==> config.mk <==
export PLATFORM = sky130hd
export DESIGN_NAME = ahb_keypad_fifo_flat
export DESIGN_NICKNAME = d
export VERILOG_FILES = /design/src/rtl/ahb_keypad_fifo_if.sv /design/src/rtl/ahb_keypad_fifo.sv /design/src/flat_wrapper.sv
export SDC_FILE = /design/constraint.sdc
export NUM_CORES = 1
export LEC_CHECK = 0
export CORE_ASPECT_RATIO = 1.5
export CORE_MARGIN = 2
export CORE_UTILIZATION = 50
export DETAILED_ROUTE_END_ITERATION = 12
export GPL_TIMING_DRIVEN = 1
export MAX_ROUTING_LAYER = met4
export PLACE_DENSITY = 0.75
export SLEW_MARGIN = 20
export SYNTH_ARGS = -nofsm -noshare
export SYNTH_HDL_FRONTEND = slang
export SYNTH_SLANG_ARGS = --single-unit
export TNS_END_PERCENT = 1
==> constraint.sdc <==
create_clock -name clk -period 5.81 [get_ports clk]
set_input_delay 1.162 -clock clk [delete_from_list [all_inputs] [get_ports clk]]
set_output_delay 1.162 -clock clk [all_outputs]
set_load 0.05 [all_outputs]
==> src/rtl/ahb_keypad_fifo_if.sv <==
// AHB-lite slave port bundle for the keypad FIFO peripheral.
// The master modport drives the request side and the slave modport drives the response side.
interface ahb_keypad_fifo_if;
    logic        HSEL;
    logic [31:0] HADDR;
    logic [1:0]  HTRANS;
    logic [2:0]  HSIZE;
    logic [3:0]  HPROT;
    logic        HWRITE;
    logic [31:0] HWDATA;
    logic        HREADY;
    logic        HREADYOUT;
    logic        HRESP;
    logic [31:0] HRDATA;

    modport master (
        output HSEL, HADDR, HTRANS, HSIZE, HPROT, HWRITE, HWDATA, HREADY,
        input  HREADYOUT, HRESP, HRDATA
    );

    modport slave (
        input  HSEL, HADDR, HTRANS, HSIZE, HPROT, HWRITE, HWDATA, HREADY,
        output HREADYOUT, HRESP, HRDATA
    );
endinterface

==> src/rtl/ahb_keypad_fifo.sv <==
// Keypad matrix scanner with per-key debounce, an event FIFO and a zero-wait AHB-lite slave.
// Define KEYPAD_RELEASE_EVT_EN to queue release events as well as press events.
module ahb_keypad_fifo #(
    parameter int ROWS       = 4,
    parameter int COLS       = 4,
    parameter int SCAN_DIV   = 1000,
    parameter int DEB_SCANS  = 4,
    parameter int FIFO_DEPTH = 8
) (
    input  logic              clk,
    input  logic              rst,
    ahb_keypad_fifo_if.slave  bus,
    output logic [ROWS-1:0]   row,
    input  logic [COLS-1:0]   col,
    output logic              key_irq
);
    localparam int NKEYS = ROWS * COLS;
    localparam int RW    = (ROWS > 1) ? $clog2(ROWS) : 1;
    localparam int DW    = $clog2(SCAN_DIV);
    localparam int PW    = $clog2(FIFO_DEPTH);
    localparam int CW    = PW + 1;
`ifdef KEYPAD_RELEASE_EVT_EN
    localparam bit REL_EVT = 1'b1;
`else
    localparam bit REL_EVT = 1'b0;
`endif

    logic                       started_q, started_d;
    logic [DW-1:0]              div_q, div_d;
    logic [RW-1:0]              row_idx_q, row_idx_d;
    logic [ROWS-1:0]            row_q, row_d;
    logic                       sample;
    logic [NKEYS-1:0]           stable_q, stable_d;
    logic [NKEYS-1:0][3:0]      cnt_q, cnt_d;
    logic                       acc, acc_press;
    logic [6:0]                 acc_key;
    logic [7:0]                 mem_q [FIFO_DEPTH];
    logic [PW-1:0]              wr_ptr_q, wr_ptr_d, rd_ptr_q, rd_ptr_d;
    logic [CW-1:0]              count_q, count_d;
    logic                       empty, full, push, push_ok, pop, ovf_set;
    logic                       ovf_q, ovf_d, irq_en_q, irq_en_d, key_irq_q, key_irq_d;
    logic                       dp_valid_q, dp_valid_d, dp_write_q, dp_write_d;
    logic [1:0]                 dp_addr_q, dp_addr_d;
    logic                       addr_ph, wr_ctrl;
    logic [31:0]                status, raw, hrdata;
    logic [127:0]               stable_ext;
    logic                       unused_bits;

    // Scan timing: the slot counter only starts one cycle after reset so row 0 gets a full slot.
    // NOTE: always_comb uses blocking '=' with defaults first so no latches form; state updates use '<=' in always_ff.
    always_comb begin
        started_d = 1'b1;
        div_d     = div_q;
        row_idx_d = row_idx_q;
        sample    = 1'b0;
        if (started_q) begin
            if (div_q == DW'(SCAN_DIV - 1)) begin
                sample    = 1'b1;
                div_d     = '0;
                row_idx_d = (row_idx_q == RW'(ROWS - 1)) ? '0 : row_idx_q + RW'(1);
            end else begin
                div_d = div_q + DW'(1);
            end
        end
        for (int r = 0; r < ROWS; r++) row_d[r] = (row_idx_d != RW'(r));
    end

    // Debounce the sampled row; only the lowest eligible column is accepted per sample.
    always_comb begin
        stable_d  = stable_q;
        cnt_d     = cnt_q;
        acc       = 1'b0;
        acc_press = 1'b0;
        acc_key   = '0;
        if (sample) begin
            for (int r = 0; r < ROWS; r++) begin
                if (row_idx_q == RW'(r)) begin
                    for (int c = 0; c < COLS; c++) begin
                        if (~col[c] == stable_q[r*COLS+c]) begin
                            cnt_d[r*COLS+c] = '0;
                        end else begin
                            cnt_d[r*COLS+c] = (cnt_q[r*COLS+c] >= 4'(DEB_SCANS)) ? 4'(DEB_SCANS)
                                                                                  : cnt_q[r*COLS+c] + 4'd1;
                            if (!acc && cnt_d[r*COLS+c] >= 4'(DEB_SCANS)) begin
                                acc                = 1'b1;
                                acc_press          = ~col[c];
                                acc_key            = 7'(r*COLS + c);
                                stable_d[r*COLS+c] = ~stable_q[r*COLS+c];
                                cnt_d[r*COLS+c]    = '0;
                            end
                        end
                    end
                end
            end
        end
    end

    // Bus data phase and FIFO bookkeeping.
    always_comb begin
        addr_ph    = bus.HSEL & bus.HTRANS[1] & bus.HREADY;
        dp_valid_d = addr_ph;
        dp_write_d = addr_ph ? bus.HWRITE : dp_write_q;
        dp_addr_d  = addr_ph ? bus.HADDR[3:2] : dp_addr_q;
        empty      = (count_q == '0);
        full       = (count_q == CW'(FIFO_DEPTH));
        push       = acc & (acc_press | REL_EVT);
        pop        = dp_valid_q & ~dp_write_q & (dp_addr_q == 2'd0) & ~empty;
        push_ok    = push & (~full | pop);
        ovf_set    = push & full & ~pop;
        wr_ptr_d   = push_ok ? wr_ptr_q + PW'(1) : wr_ptr_q;
        rd_ptr_d   = pop ? rd_ptr_q + PW'(1) : rd_ptr_q;
        count_d    = count_q;
        if (push_ok && !pop)      count_d = count_q + CW'(1);
        else if (!push_ok && pop) count_d = count_q - CW'(1);
        wr_ctrl    = dp_valid_q & dp_write_q & (dp_addr_q == 2'd2);
        irq_en_d   = wr_ctrl ? bus.HWDATA[0] : irq_en_q;
        ovf_d      = (ovf_q & ~(wr_ctrl & bus.HWDATA[1])) | ovf_set;
        key_irq_d  = irq_en_q & (~empty | ovf_q);
    end

    always_comb begin
        stable_ext   = 128'(stable_q);
        raw          = stable_ext[31:0];
        status       = '0;
        status[0]    = empty;
        status[1]    = full;
        status[2]    = ovf_q;
        status[14:8] = 7'(count_q);
        hrdata       = '0;
        if (dp_valid_q && !dp_write_q) begin
            case (dp_addr_q)
                2'd0:    hrdata = {24'b0, empty ? 8'h00 : mem_q[rd_ptr_q]};
                2'd1:    hrdata = status;
                2'd2:    hrdata = {31'b0, irq_en_q};
                default: hrdata = raw;
            endcase
        end
    end

    always_ff @(posedge clk) begin
        if (rst) begin
            started_q  <= 1'b0;
            div_q      <= '0;
            row_idx_q  <= '0;
            row_q      <= '1;
            stable_q   <= '0;
            cnt_q      <= '0;
            wr_ptr_q   <= '0;
            rd_ptr_q   <= '0;
            count_q    <= '0;
            ovf_q      <= 1'b0;
            irq_en_q   <= 1'b0;
            key_irq_q  <= 1'b0;
            dp_valid_q <= 1'b0;
            dp_write_q <= 1'b0;
            dp_addr_q  <= '0;
        end else begin
            started_q  <= started_d;
            div_q      <= div_d;
            row_idx_q  <= row_idx_d;
            row_q      <= row_d;
            stable_q   <= stable_d;
            cnt_q      <= cnt_d;
            wr_ptr_q   <= wr_ptr_d;
            rd_ptr_q   <= rd_ptr_d;
            count_q    <= count_d;
            ovf_q      <= ovf_d;
            irq_en_q   <= irq_en_d;
            key_irq_q  <= key_irq_d;
            dp_valid_q <= dp_valid_d;
            dp_write_q <= dp_write_d;
            dp_addr_q  <= dp_addr_d;
        end
    end

    // NOTE: FIFO storage has no reset; count and pointers decide which entries are visible.
    always_ff @(posedge clk) begin
        if (!rst && push_ok) mem_q[wr_ptr_q] <= {acc_press, acc_key};
    end

    assign row           = row_q;
    assign key_irq       = key_irq_q;
    assign bus.HRDATA    = hrdata;
    assign bus.HREADYOUT = 1'b1;
    assign bus.HRESP     = 1'b0;
    assign unused_bits   = ^{bus.HSIZE, bus.HPROT, bus.HADDR[31:4], bus.HADDR[1:0],
                             bus.HTRANS[0], bus.HWDATA[31:2]};
endmodule

==> src/flat_wrapper.sv <==
// flat-port wrapper written by rule: the top's interface ports become plain ports
module ahb_keypad_fifo_flat 
#(
    parameter int ROWS       = 4,
    parameter int COLS       = 4,
    parameter int SCAN_DIV   = 1000,
    parameter int DEB_SCANS  = 4,
    parameter int FIFO_DEPTH = 8
)
  (clk, rst, row, col, key_irq, bus_HSEL, bus_HADDR, bus_HTRANS, bus_HSIZE, bus_HPROT, bus_HWRITE, bus_HWDATA, bus_HREADY, bus_HREADYOUT, bus_HRESP, bus_HRDATA);
  ahb_keypad_fifo_if bus_i ();
  input  logic clk;
  input  logic rst;
  output logic [ROWS-1:0] row;
  input  logic [COLS-1:0] col;
  output logic key_irq;
  input wire logic [$bits(bus_i.HSEL)-1:0] bus_HSEL;
  input wire logic [$bits(bus_i.HADDR)-1:0] bus_HADDR;
  input wire logic [$bits(bus_i.HTRANS)-1:0] bus_HTRANS;
  input wire logic [$bits(bus_i.HSIZE)-1:0] bus_HSIZE;
  input wire logic [$bits(bus_i.HPROT)-1:0] bus_HPROT;
  input wire logic [$bits(bus_i.HWRITE)-1:0] bus_HWRITE;
  input wire logic [$bits(bus_i.HWDATA)-1:0] bus_HWDATA;
  input wire logic [$bits(bus_i.HREADY)-1:0] bus_HREADY;
  output wire logic [$bits(bus_i.HREADYOUT)-1:0] bus_HREADYOUT;
  output wire logic [$bits(bus_i.HRESP)-1:0] bus_HRESP;
  output wire logic [$bits(bus_i.HRDATA)-1:0] bus_HRDATA;
  assign bus_i.HSEL = bus_HSEL;
  assign bus_i.HADDR = bus_HADDR;
  assign bus_i.HTRANS = bus_HTRANS;
  assign bus_i.HSIZE = bus_HSIZE;
  assign bus_i.HPROT = bus_HPROT;
  assign bus_i.HWRITE = bus_HWRITE;
  assign bus_i.HWDATA = bus_HWDATA;
  assign bus_i.HREADY = bus_HREADY;
  assign bus_HREADYOUT = bus_i.HREADYOUT;
  assign bus_HRESP = bus_i.HRESP;
  assign bus_HRDATA = bus_i.HRDATA;
  ahb_keypad_fifo #(.ROWS(ROWS), .COLS(COLS), .SCAN_DIV(SCAN_DIV), .DEB_SCANS(DEB_SCANS), .FIFO_DEPTH(FIFO_DEPTH)) u_core (.clk(clk), .rst(rst), .bus(bus_i), .row(row), .col(col), .key_irq(key_irq));
endmodule
Yosys cells after proc, flatten, opt, wreduce, memory -nomap -nowiden. Memory sizes are Yosys's and may differ from the RTL's. A register that Yosys moved wholly into a read port is not among the register bits. Cells that the tools add are included.

Flip-flop bits (word level): 114. Memory bits (writable): 64. Input port bits: 82. Output and inout bits: 39. Word-level logic and storage cells: 457. Memories kept: 1.

Memory list: u_core.mem_q (words 8, bits a word 8, read ports 1, clocked after memory_dff 1, wr ports 1, line ahb_keypad_fifo.sv:37) `logic [7:0] mem_q [FIFO_DEPTH];`.

Add/subtract/negate cells: 22. $lt $le $gt $ge: 32. Equality and inequality tests: 26. Multiplexer cells: 210. Bitwise gates (word level): 58. Reductions and logical operators: 63.

Operators with widths (count): $mux 7 (39); $mux 4 (50); $ge 4x3->1 const B (32); $mux 1 (112); $add 4x1->4 const B (17); $reduce_and 4->1 (16); $pmux 16 s3 (1); $not 1->1 (41); $mux 32 (1); $logic_and 1x1->1 (19); $logic_not 1->1 (19); $eq 1x1->1 (16); $and 1x1->1 (14); $add 10x1->10 const B (1); $eq 10x10->1 const B (1); $mux 10 (1); $mux 8 (1); $reduce_and 2->1 (4); $add 3x1->3 const B (2); $eq 2x2->1 const B (3); $mux 2 (3); $mux 3 (2); $eq 2x1->1 const B (2); $eq 4x4->1 const B (1); other kinds (8) (13).

Longest topological paths before layout.
Word-level depth: 103. Mapped depth: 18.

Worst setup path after synthesis. No wires, ideal clock.

Path type: input to register. From: input port col[1]. To: register u_core.count_q[3]. Library setup time: 0.070 ns. Data arrival time: 4.479 ns. Required time: 5.740 ns. Slack: 1.260 ns. Stages on the path: 17. Buffers on the path: 1. Cell sequence: buf_4 xor2_2 o22ai_1 o31ai_2 nand4_1 o311ai_4 a21oi_2 o21ai_2 inv_1 ha_1 inv_1 ha_1 a21o_1 a21oi_1 xnor2_1 or3_1 a21oi_1.

Cells in the longest elaborated chain, start to end: 94. Elaborated cells between the ends (all ways): 139.

Ends and longest elaborated chain: from (decl) (line flat_wrapper.sv:15) `input logic [COLS-1:0] col;`; $not 1->1 (*) (line ahb_keypad_fifo.sv:79, ahb_keypad_fifo.sv:86); $eq 1x1->1 (line ahb_keypad_fifo.sv:79) `if (~col[c] == stable_q[r*COLS+c]) begin`; $mux 1 (line ahb_keypad_fifo.sv:79); $mux 1 (line ahb_keypad_fifo.sv:77) `if (row_idx_q == RW'(r)) begin`; $mux 1 (line ahb_keypad_fifo.sv:75) `if (sample) begin`; $logic_not 1->1 (line ahb_keypad_fifo.sv:84) `if (!acc && cnt_d[r*COLS+c] >= 4'(DEB_SCANS)) begin`; $logic_and 1x1->1 (line ahb_keypad_fifo.sv:84); $mux 1 (line ahb_keypad_fifo.sv:84); (+78 left out); $mux 1 (line ahb_keypad_fifo.sv:79); $mux 1 (line ahb_keypad_fifo.sv:77); $mux 1 (line ahb_keypad_fifo.sv:75); $and 1x1->1 (*) (line ahb_keypad_fifo.sv:106) `push = acc & (acc_press | REL_EVT);`; $and 1x1->1 (*) (line ahb_keypad_fifo.sv:108) `push_ok = push & (~full | pop);`; $logic_not 1->1 (line ahb_keypad_fifo.sv:114) `else if (!push_ok && pop) count_d = count_q - CW'(1);`; $logic_and 1x1->1 (line ahb_keypad_fifo.sv:114); $reduce_bool 2->1 (no line); to (signal assigned) (line ahb_keypad_fifo.sv:166) `count_q <= count_d;`; to (decl) (line ahb_keypad_fifo.sv:39) `logic [CW-1:0] count_q, count_d;`.

Mark *: on every way between the ends. The rest lies on a longest branch, timed or not. The select of a mux whose other input is x is not followed. A chain may end at the register's enable or synchronous reset.

Worst setup path in the final report.
From: input port col[0]. To: register u_core.count_q[3].

Cells in the longest elaborated chain, start to end: 100. Elaborated cells between the ends (all ways): 147.

Ends and longest elaborated chain (line): $not 1->1 (*) (ahb_keypad_fifo.sv:79, ahb_keypad_fifo.sv:86); $eq 1x1->1 (ahb_keypad_fifo.sv:79); $mux 1 (ahb_keypad_fifo.sv:79); $mux 1 (ahb_keypad_fifo.sv:77); $mux 1 (ahb_keypad_fifo.sv:75); $logic_not 1->1 (ahb_keypad_fifo.sv:84); $logic_and 1x1->1 (ahb_keypad_fifo.sv:84); $mux 1 (ahb_keypad_fifo.sv:84); (+84 left out); $mux 1 (ahb_keypad_fifo.sv:79); $mux 1 (ahb_keypad_fifo.sv:77); $mux 1 (ahb_keypad_fifo.sv:75); $and 1x1->1 (*) (ahb_keypad_fifo.sv:106); $and 1x1->1 (*) (ahb_keypad_fifo.sv:108); $logic_not 1->1 (ahb_keypad_fifo.sv:114); $logic_and 1x1->1 (ahb_keypad_fifo.sv:114); $reduce_bool 2->1 (no line).

Marks and branches as above.

==> flow_summary.json <==
{
  "nNetsFinal": 954,
  "setup_viol": 0,
  "end_kind": "flop",
  "hold_path.class": "flop to flop",
  "fin_crit_sh": 0.8743,
  "start_util": 0.5048,
  "clkSlewWorstSetupHoldPaths_ps": 70,
  "path_max_fanout": 8,
  "ant_nets": 0,
  "io_buffers": 34,
  "antenna_found_initial": 0,
  "first_global_vias": 5749,
  "slew_headroom": 0.2758,
  "n_antenna_cell": 0,
  "dieArea_um2": 16670,
  "overflow": 0,
  "drv_slew": 0,
  "place.gp.congestion": 0.9186,
  "yosysTopAreaCellShare": 0.2996,
  "cts-hold-fix-buffers": 0,
  "hold_viol": 0,
  "place_area_um2": 8342,
  "die_y_um": 157.1,
  "layout_min_cycle_time_ps": 5079,
  "coreArea_um2": 15480,
  "synth_seq_cells": 157,
  "drt_wl_total_mm": 17.68,
  "grt_pass1_wl_mm": 28.44,
  "grt_setup_unrepaired": "false",
  "synth-seq-area-share": 0.4533,
  "die_w_um": 106.1,
  "final_common_cell": "dfxtp_1",
  "vias_per_cell": 5.776,
  "boundaryPins": 121,
  "dr.first_iter.drc_count": 450,
  "synth.distinct_cells": 70,
  "clock_skew_ps": 16.35,
  "rows": 56,
  "synth_cells": 809,
  "worst_pin_slew_ps": 1080,
  "status": "completed",
  "drive_above_1_share": 0.1084,
  "syn-cell-area_um2": 7817,
  "clockRootBuffer": "clkbuf_16",
  "synth_area_leaders": "dfxtp_1, edfxtp_1, nor2_1",
  "first_pass_iters": 5,
  "nFillCells": 1325,
  "ctsHtreeMaxLevel": 4,
  "grt_max_degree": 85,
  "p_leak_nw": 3.246,
  "final_cell_area_um2": 8959,
  "cts_tree": "built",
  "async_flop_share": 0,
  "worstSetupStartpointType": "input port",
  "fmax_ghz": 0.1969,
  "worstPathArrival_ps": 5430,
  "cts_resized": 0,
  "insertion_delay_ps": 430,
  "critPathKind": "input port to flop",
  "synth_edf_count": 40,
  "vias": 6128,
  "fin_setup_tns_ps": 0,
  "peakVddDrop_mv": 0.1788,
  "clock_path_buffers": 2,
  "cts_setup_buffers": 0,
  "ys_warn_count": 0,
  "maxCapViolations": 0,
  "dp_hpwl_mm": 12.57,
  "cts_buffers": 17,
  "synth_ff_type": "dfxtp_1",
  "wire_per_inst_um": 16.66,
  "fin_cells": 1061,
  "worstPathRequired_ps": 6160,
  "postSynthAreaPerCell_um2": 9.663,
  "drc_errors": 0,
  "p_per_area_nw_per_um2": 258.7,
  "cts_sinks": 157,
  "post-place-cells": 1029,
  "yosysTopAreaCell": "dfxtp_1",
  "globalRouteTotalUtil": 0.2242,
  "final_cell_mix": "dfxtp_1, nor2_1, nand2_1, a21oi_1, edfxtp_1",
  "area_growth_pct": 14.60
}
[per-layer routing]
| layer | share of wire | wire length (um) | global-route usage |
|---|---|---|---|
| met1 | 0.42 | 7408 | 0.2537 |
| met2 | 0.51 | 8955 | 0.3846 |
| met3 | 0.045 | 797 | 0.04348 |
| met4 | 0.029 | 519 | 0.1009 |
| met5 | 0 | 0 | - |
[worst max-delay path, stage by stage]
cell and delay (ps):
clkdlybuf4s50_1 820, xor2_1 370, nor2_1 220, o41ai_4 430, nand4_1 240, o311ai_4 380
a21oi_2 80, o21ai_2 180, inv_1 70, ha_1 220, inv_1 130, ha_1 250
a21o_1 170, a21oi_1 160, xnor2_1 100, or3_1 310, a21oi_1 130
[synth_stat cells (4+ instances only)]
library cell    n
a211oi_1        6
a21oi_1        43
a22oi_1        16
a32oi_1         4
and2_1         14
and3_1         21
buf_2           4
buf_4          20
clkbuf_1       30
dfxtp_1       117
edfxtp_1       40
ha_1           26
inv_1          16
mux2_2          5
mux2i_1        27
mux4_2         10
nand2_1        46
nand2b_1        6
nand3_1        31
nand4_1        11
nor2_1        115
nor2b_1         6
nor3_1         34
nor4_1         14
o211ai_1        6
o21ai_0        20
o22ai_1         4
or3_1          10
or4_1           5
xnor2_1        19
xor2_1         23
[registers in the layout, indices dropped and copies added (netlist names), 2 cells and up, named ones only]
| signal | cells |
|---|---|
| u_core.rd_ptr_q | 3 |
| u_core.row_idx_q | 2 |
| u_core.div_q | 10 |
| u_core.wr_ptr_q | 3 |
| u_core.dp_addr_q | 2 |
| u_core.row | 4 |
| u_core.count_q | 4 |
| u_core.mem_q | 40 |
| u_core.stable_q | 16 |
| u_core.cnt_q | 64 |
[area by class of cell]
cell class,instances,area (um2),area share
inverters,16,60.06,0.006704
multi-input cells,598,3991,0.4455
well taps,203,254.0,0.02835
clock inverters,15,191.4,0.02137
flip-flops and latches,157,3543,0.3955
repair buffers,55,493.0,0.05503
clock buffers,17,425.4,0.04749
[cell families (layout without fill, tap and decap cells)]
family,count (synthesis),in the layout,share of synthesized area
simple gates,328,328,0.2063
flops,157,157,0.4533
compound gates,138,138,0.1277
buf+inv,70,103,0.04385
xor+xnor,44,44,0.05122
mux,43,43,0.07250
fa+ha+maj,27,27,0.04417
other cells,2,18,0.0009607
[per-stage QoR]
step	hold slack, ps	power (W)	setup slack (ps)	util
final	462.7	0.002318	730.6	0.5785
after CTS	463.4	0.002334	793.7	0.5785
after detailed placement	453.9	0.001226	374.0	0.5387
after global routing	484.2	0.002391	505.1	0.5785
after floorplan	435.6	0.001212	1260	-
after global placement	441.8	0.001226	444.2	0.5387
[final timing paths]
path | start | to | slack [ps] | depth (start not counted)
setup / recovery | col[0] | u_core.count_q[3]$_SDFFE_PP0P_ | 730 | 17
setup reg to reg | u_core.cnt_q[32]$_SDFFE_PP0P_ | u_core.count_q[3]$_SDFFE_PP0P_ | 1700 | 17
hold reg to reg | u_core.cnt_q[5]$_SDFFE_PP0P_ | u_core.cnt_q[5]$_SDFFE_PP0P_ | 460 | 2
hold / removal | u_core.cnt_q[5]$_SDFFE_PP0P_ | u_core.cnt_q[5]$_SDFFE_PP0P_ | 460 | 2
[power breakdown]
part / leakage [nW] / switching (W) / internal [W]
clock network: 0.300 / 0.000528 / 0.000588
logic: 1.67 / 0.0000613 / 0.0000199
registers: 1.27 / 0.00000426 / 0.00112
Note: power is estimated with default switching activity, not from simulation.
==> patch 1: new RTL, config.mk and constraints unchanged <==
`SCAN_DIV` is set to 1000 in 2 places; all go to 250.
--- a/src/rtl/ahb_keypad_fifo.sv
+++ b/src/rtl/ahb_keypad_fifo.sv
@@ -3,7 +3,7 @@
 module ahb_keypad_fifo #(
     parameter int ROWS       = 4,
     parameter int COLS       = 4,
-    parameter int SCAN_DIV   = 1000,
+    parameter int SCAN_DIV   = 250,
     parameter int DEB_SCANS  = 4,
     parameter int FIFO_DEPTH = 8
 ) (
--- a/src/flat_wrapper.sv
+++ b/src/flat_wrapper.sv
@@ -3,7 +3,7 @@
 #(
     parameter int ROWS       = 4,
     parameter int COLS       = 4,
-    parameter int SCAN_DIV   = 1000,
+    parameter int SCAN_DIV   = 250,
     parameter int DEB_SCANS  = 4,
     parameter int FIFO_DEPTH = 8
 )
Formal check against the unedited RTL: same outputs for any inputs over 4 cycles, from zero or initial values and one cycle with rst high; that may be too few to reach the edited logic, so the function may still have changed.
==> patch 1 against the original RTL <==
Global-route usage shrank 0.37 points; wire length decreased by 3.0%; total power shrank 3.6%; area after synthesis decreased by 2.7%; cell area shrank 2.8%; utilization up 0.17 points; via count decreased by 1.6%; clock skew fell by 11 ps; worst setup slack lost 78 ps; combinational power barely moved; sequential cell count down 2; first-iteration DRC count is 13% lower; largest cell class unchanged.
==> patch 1: results (changes against the original RTL) <==
* NetSw at 0.481 mW (was 0.594 mW)
* Critical Path AT at 5500 ps (was 5430 ps)
* Non-clock buffers at 57 (was 55)
* Main area contributors after synthesis: dfxtp_1 (30%), edfxtp_1 (16%), nor2_1 (5.8%), ha_1 (4.4%), mux2i_1 (3.6%) (was dfxtp_1 (30%), edfxtp_1 (15%), nor2_1 (5.5%), ha_1 (4.2%), mux2i_1 (3.5%))
* VDD IR max at 0.000186 V (was 0.000179 V)
* Pre-CTS WS at 301 ps (was 374 ps)
* Fill cells at 1322 (was 1325)
* Comb_multi_in at 587 (was 598)
* GPL Wtd Cong at 0.929 (was 0.919)
* Drt first pass iters at 7 (was 5)
* CTS root buf: clkbuf_16 (unchanged)
* Maximum clock path buffer count at 2 (unchanged)
* Largest regs: u_core.cnt_q (64), u_core.mem_q (40), u_core.stable_q (16) (unchanged)
* Multiplexer share of the synthesized area at 7.40% (was 7.25%)
* Syn Area/Cell at 9.58 µm² (was 9.66 µm²)
* Adder-Cell Fraction of Synth Area at 4.70% (was 4.42%)
* Final net count at 944 (was 954)
* Non-clk invs at 16 (unchanged)
* Seq area share at 40.2% (was 39.6%)
* Unique masters post-synth at 67 (was 70)
* Xor/xnor cell area share of the yosys netlist at 4.95% (was 5.12%)
* Placed Cells at 1014 (was 1029)
* Vias in the first global route at 5898 (was 5749)
* Initial drt markers at 392 (was 450)
* Via density at 5.78 (about the same)
* Reg power frac at 49.7% (was 48.4%)
* Clock-net power at 1.04 mW (was 1.12 mW)
* Post-DP HPWL at 12300 µm (was 12600 µm)
* Drt total wl at 17200 µm (was 17700 µm)
* Power Dens Cells at 257 nW/µm² (was 259 nW/µm²)
* Flip-flop and latch count at 155 (was 157)
* Post-synthesis sequential area ratio at 46.0% (was 45.3%)
* Largest net degree at the start of global routing at 44 (was 85)
* Commonest cells in the netlist: nor2_1 (117), dfxtp_1 (115), nand2_1 (51) (was dfxtp_1 (117), nor2_1 (115), nand2_1 (46))
* Pleak at 3.21 nW (was 3.25 nW)
* Fraction of area in multi-input gates at 44.0% (was 44.6%)
* Relative slew slack at 33.9% (was 27.6%)
* Total number of vias at 6030 (was 6128)
* First-pass GRT wire length at 28000 µm (was 28400 µm)
* Clk tree area frac at 6.38% (was 6.89%)
* Layout non-clock buf frac at 5.84% (was 5.50%)
* Run status: finished, final reports clean (unchanged)
* Largest stage delay, worst path at 740 ps (was 820 ps)
* Clk_skew at 5.41 ps (was 16.3 ps)
* Compound-Gate Fraction of Synth Area at 12.1% (was 12.8%)
* Gr usage total at 22.1% (was 22.4%)
* Post-Place Cell Area at 8150 µm² (was 8340 µm²)
* Layout cells sized above 1 at 9.47% (was 10.8%)
* Area grow syn2layout at 14.4% (was 14.6%)
* CLK BUF at 23 (was 17)
* Die Area at 16200 µm² (was 16700 µm²)
[patch 1: final timing paths]
path / cells after the start / startpoint / slack, ps / to
setup / recovery: 16 / col[1] / 650 / u_core.count_q[3]$_SDFFE_PP0P_
hold / removal: 2 / u_core.cnt_q[5]$_SDFFE_PP0P_ / 460 / u_core.cnt_q[5]$_SDFFE_PP0P_
setup reg to reg: 16 / u_core.cnt_q[0]$_SDFFE_PP0P_ / 1300 / u_core.count_q[3]$_SDFFE_PP0P_
hold reg to reg: 2 / u_core.cnt_q[5]$_SDFFE_PP0P_ / 460 / u_core.cnt_q[5]$_SDFFE_PP0P_
[patch 1: routing by layer]
metal | vias up | global-route usage, % | part of all wire [%]
li1 | 2941 | - | -
met2 | 166 | 39.8 | 53
met3 | 47 | 3.73 | 3.8
met1 | 2876 | 23.7 | 40
met4 | 0 | 9.52 | 3.4
met5 | - | - | 0
==> patch 2: new RTL, config.mk and constraints unchanged <==
Made on the original files. Register the output `key_irq` once more, with the module's reset; this adds one clock of latency there. The other outputs are not delayed to match.
--- a/src/rtl/ahb_keypad_fifo.sv
+++ b/src/rtl/ahb_keypad_fifo.sv
@@ -179,7 +179,13 @@
     end
 
     assign row           = row_q;
-    assign key_irq       = key_irq_q;
+    always_ff @(posedge clk) begin
+        if (rst) begin
+            key_irq <= '0;
+        end else begin
+            key_irq <= key_irq_q;
+        end
+    end
     assign bus.HRDATA    = hrdata;
     assign bus.HREADYOUT = 1'b1;
     assign bus.HRESP     = 1'b0;
Function: no difference found for any inputs over 4 cycles, from zero or initial values and one cycle with rst high; that may be too few to reach the edited logic, so the function may still have changed.
==> patch 2 against the original RTL <==
Sequential share of layout area up 0.44 points; via count up 0.91%; worst setup slack better by 40 ps; total power down 0.63%; area after synthesis down 0.59%; first-iteration DRC count down 25%; synthesized cell count up 1.9%; global-route usage up 0.42 points; sequential cell count up 1; wire length up 1.0%; cell area down 0.53%; critical endpoint unchanged; largest power group unchanged; highest routed layer unchanged.
==> patch 2: results (changes against the original RTL) <==
* Vias in the first global route at 5930 (was 5749)
* Adder-Cell Fraction of Synth Area at 4.44% (was 4.42%)
* Syn Area/Cell at 9.43 µm² (was 9.66 µm²)
* Gr usage total at 22.8% (was 22.4%)
* Largest stage delay, worst path at 750 ps (was 820 ps)
* Int Pwr at 1.72 mW (about the same)
* Multiplexer share of the synthesized area at 6.73% (was 7.25%)
* Relative slew slack at 35.3% (was 27.6%)
* Largest regs: u_core.cnt_q (64), u_core.mem_q (40), u_core.stable_q (16) (unchanged)
* Largest net degree at the start of global routing at 89 (was 85)
* Critical Path AT at 5390 ps (was 5430 ps)
* R2R depth at 16 (was 17)
* DRT met1 WL at 6930 µm (was 7410 µm)
* Post-Place Cell Area at 8320 µm² (was 8340 µm²)
* Placed Cells at 1045 (was 1029)
* Max-Cap Viols at 0 (unchanged)
* Worst-path fanout max at 6 (was 8)
* Clk pwr share at 47.6% (was 48.1%)
* Xor/xnor cell area share of the yosys netlist at 5.14% (was 5.12%)
* Final worst setup slack at 770 ps (was 731 ps)
* R2R Path Start: u_core.cnt_q[36]$_SDFFE_PP0P_ (was u_core.cnt_q[32]$_SDFFE_PP0P_)
* VDD IR max at 0.000181 V (was 0.000179 V)
* Initial drt markers at 339 (was 450)
* Pleak at 3.20 nW (was 3.25 nW)
* Drt wl/cell at 16.6 µm (was 16.7 µm)
* CP Launch Point: col[1] (was col[0])
* Met3 wire len at 670 µm (was 797 µm)
* H-tree levels at 4 (unchanged)
* Drt first pass iters at 6 (was 5)
* Combinational Power at 0.0789 mW (was 0.0812 mW)
* Fill cells at 1314 (was 1325)
* Pre-CTS WS at 483 ps (was 374 ps)
* Run status: finished, final reports clean (unchanged)
* R2R Setup Slk at 1580 ps (was 1700 ps)
* Clk_skew at 11.4 ps (was 16.3 ps)
* Final net count at 974 (was 954)
* First-pass GRT wire length at 29000 µm (was 28400 µm)
* Met2 WL at 9670 µm (was 8960 µm)
* Main area contributors after synthesis: dfxtp_1 (30%), edfxtp_1 (15%), nor2_1 (5.3%), ha_1 (4.2%), nand2_1 (4.1%) (was dfxtp_1 (30%), edfxtp_1 (15%), nor2_1 (5.5%), ha_1 (4.2%), mux2i_1 (3.5%))
* Hold Path Stages at 1 (was 2)
patch 2: changes by cell type in the layout (fill, tap and decap cells not counted), moves of 5 or more:
cell	before	now
nand3_1	31	24
a21oi_1	43	55
a22oi_1	16	3
nor3_1	34	41
nor2_1	115	109
or4_1	5	10
nand4_1	11	5
nand2_1	46	84
patch 2: worst min-delay path by stage:
stage	slack [ps]	end	startpoint
2_1_floorplan	410	u_core.key_irq$_SDFF_PP0_	u_core.key_irq_q$_SDFF_PP0_
3_3_place_gp	420	u_core.key_irq$_SDFF_PP0_	u_core.key_irq_q$_SDFF_PP0_
3_5_place_dp	430	u_core.key_irq$_SDFF_PP0_	u_core.key_irq_q$_SDFF_PP0_
4_1_cts	450	u_core.key_irq$_SDFF_PP0_	u_core.key_irq_q$_SDFF_PP0_
5_1_grt	460	u_core.key_irq$_SDFF_PP0_	u_core.key_irq_q$_SDFF_PP0_
6_report	450	u_core.key_irq$_SDFF_PP0_	u_core.key_irq_q$_SDFF_PP0_
patch 2: per-layer routing:
| layer | GRT usage [%] | vias to the layer above |
|---|---|---|
| met1 | 23.7 | 2939 |
| met2 | 41.8 | 194 |
| li1 | - | 3004 |
| met3 | 3.46 | 47 |
| met5 | - | - |
| met4 | 11.3 | 0 |
patch 2: cells by family after synthesis:
logic type / Yosys count
AND/OR/NAND/NOR: 359
flip-flops: 158
AO/OA/AOI/OAI: 129
buffers and inverters: 67
XOR/XNOR: 43
multiplexers: 39
adder cells (fa/ha/maj): 27
other: 2
patch 2: layout make-up:
type / count / area share [%]
multi-input cells: 615 / 44.2
inverters: 15 / 0.632
clock buffers: 17 / 4.77
repair buffers: 58 / 5.78
flip-flops and latches: 158 / 40.0
clock inverters: 15 / 1.87
well taps: 199 / 2.79
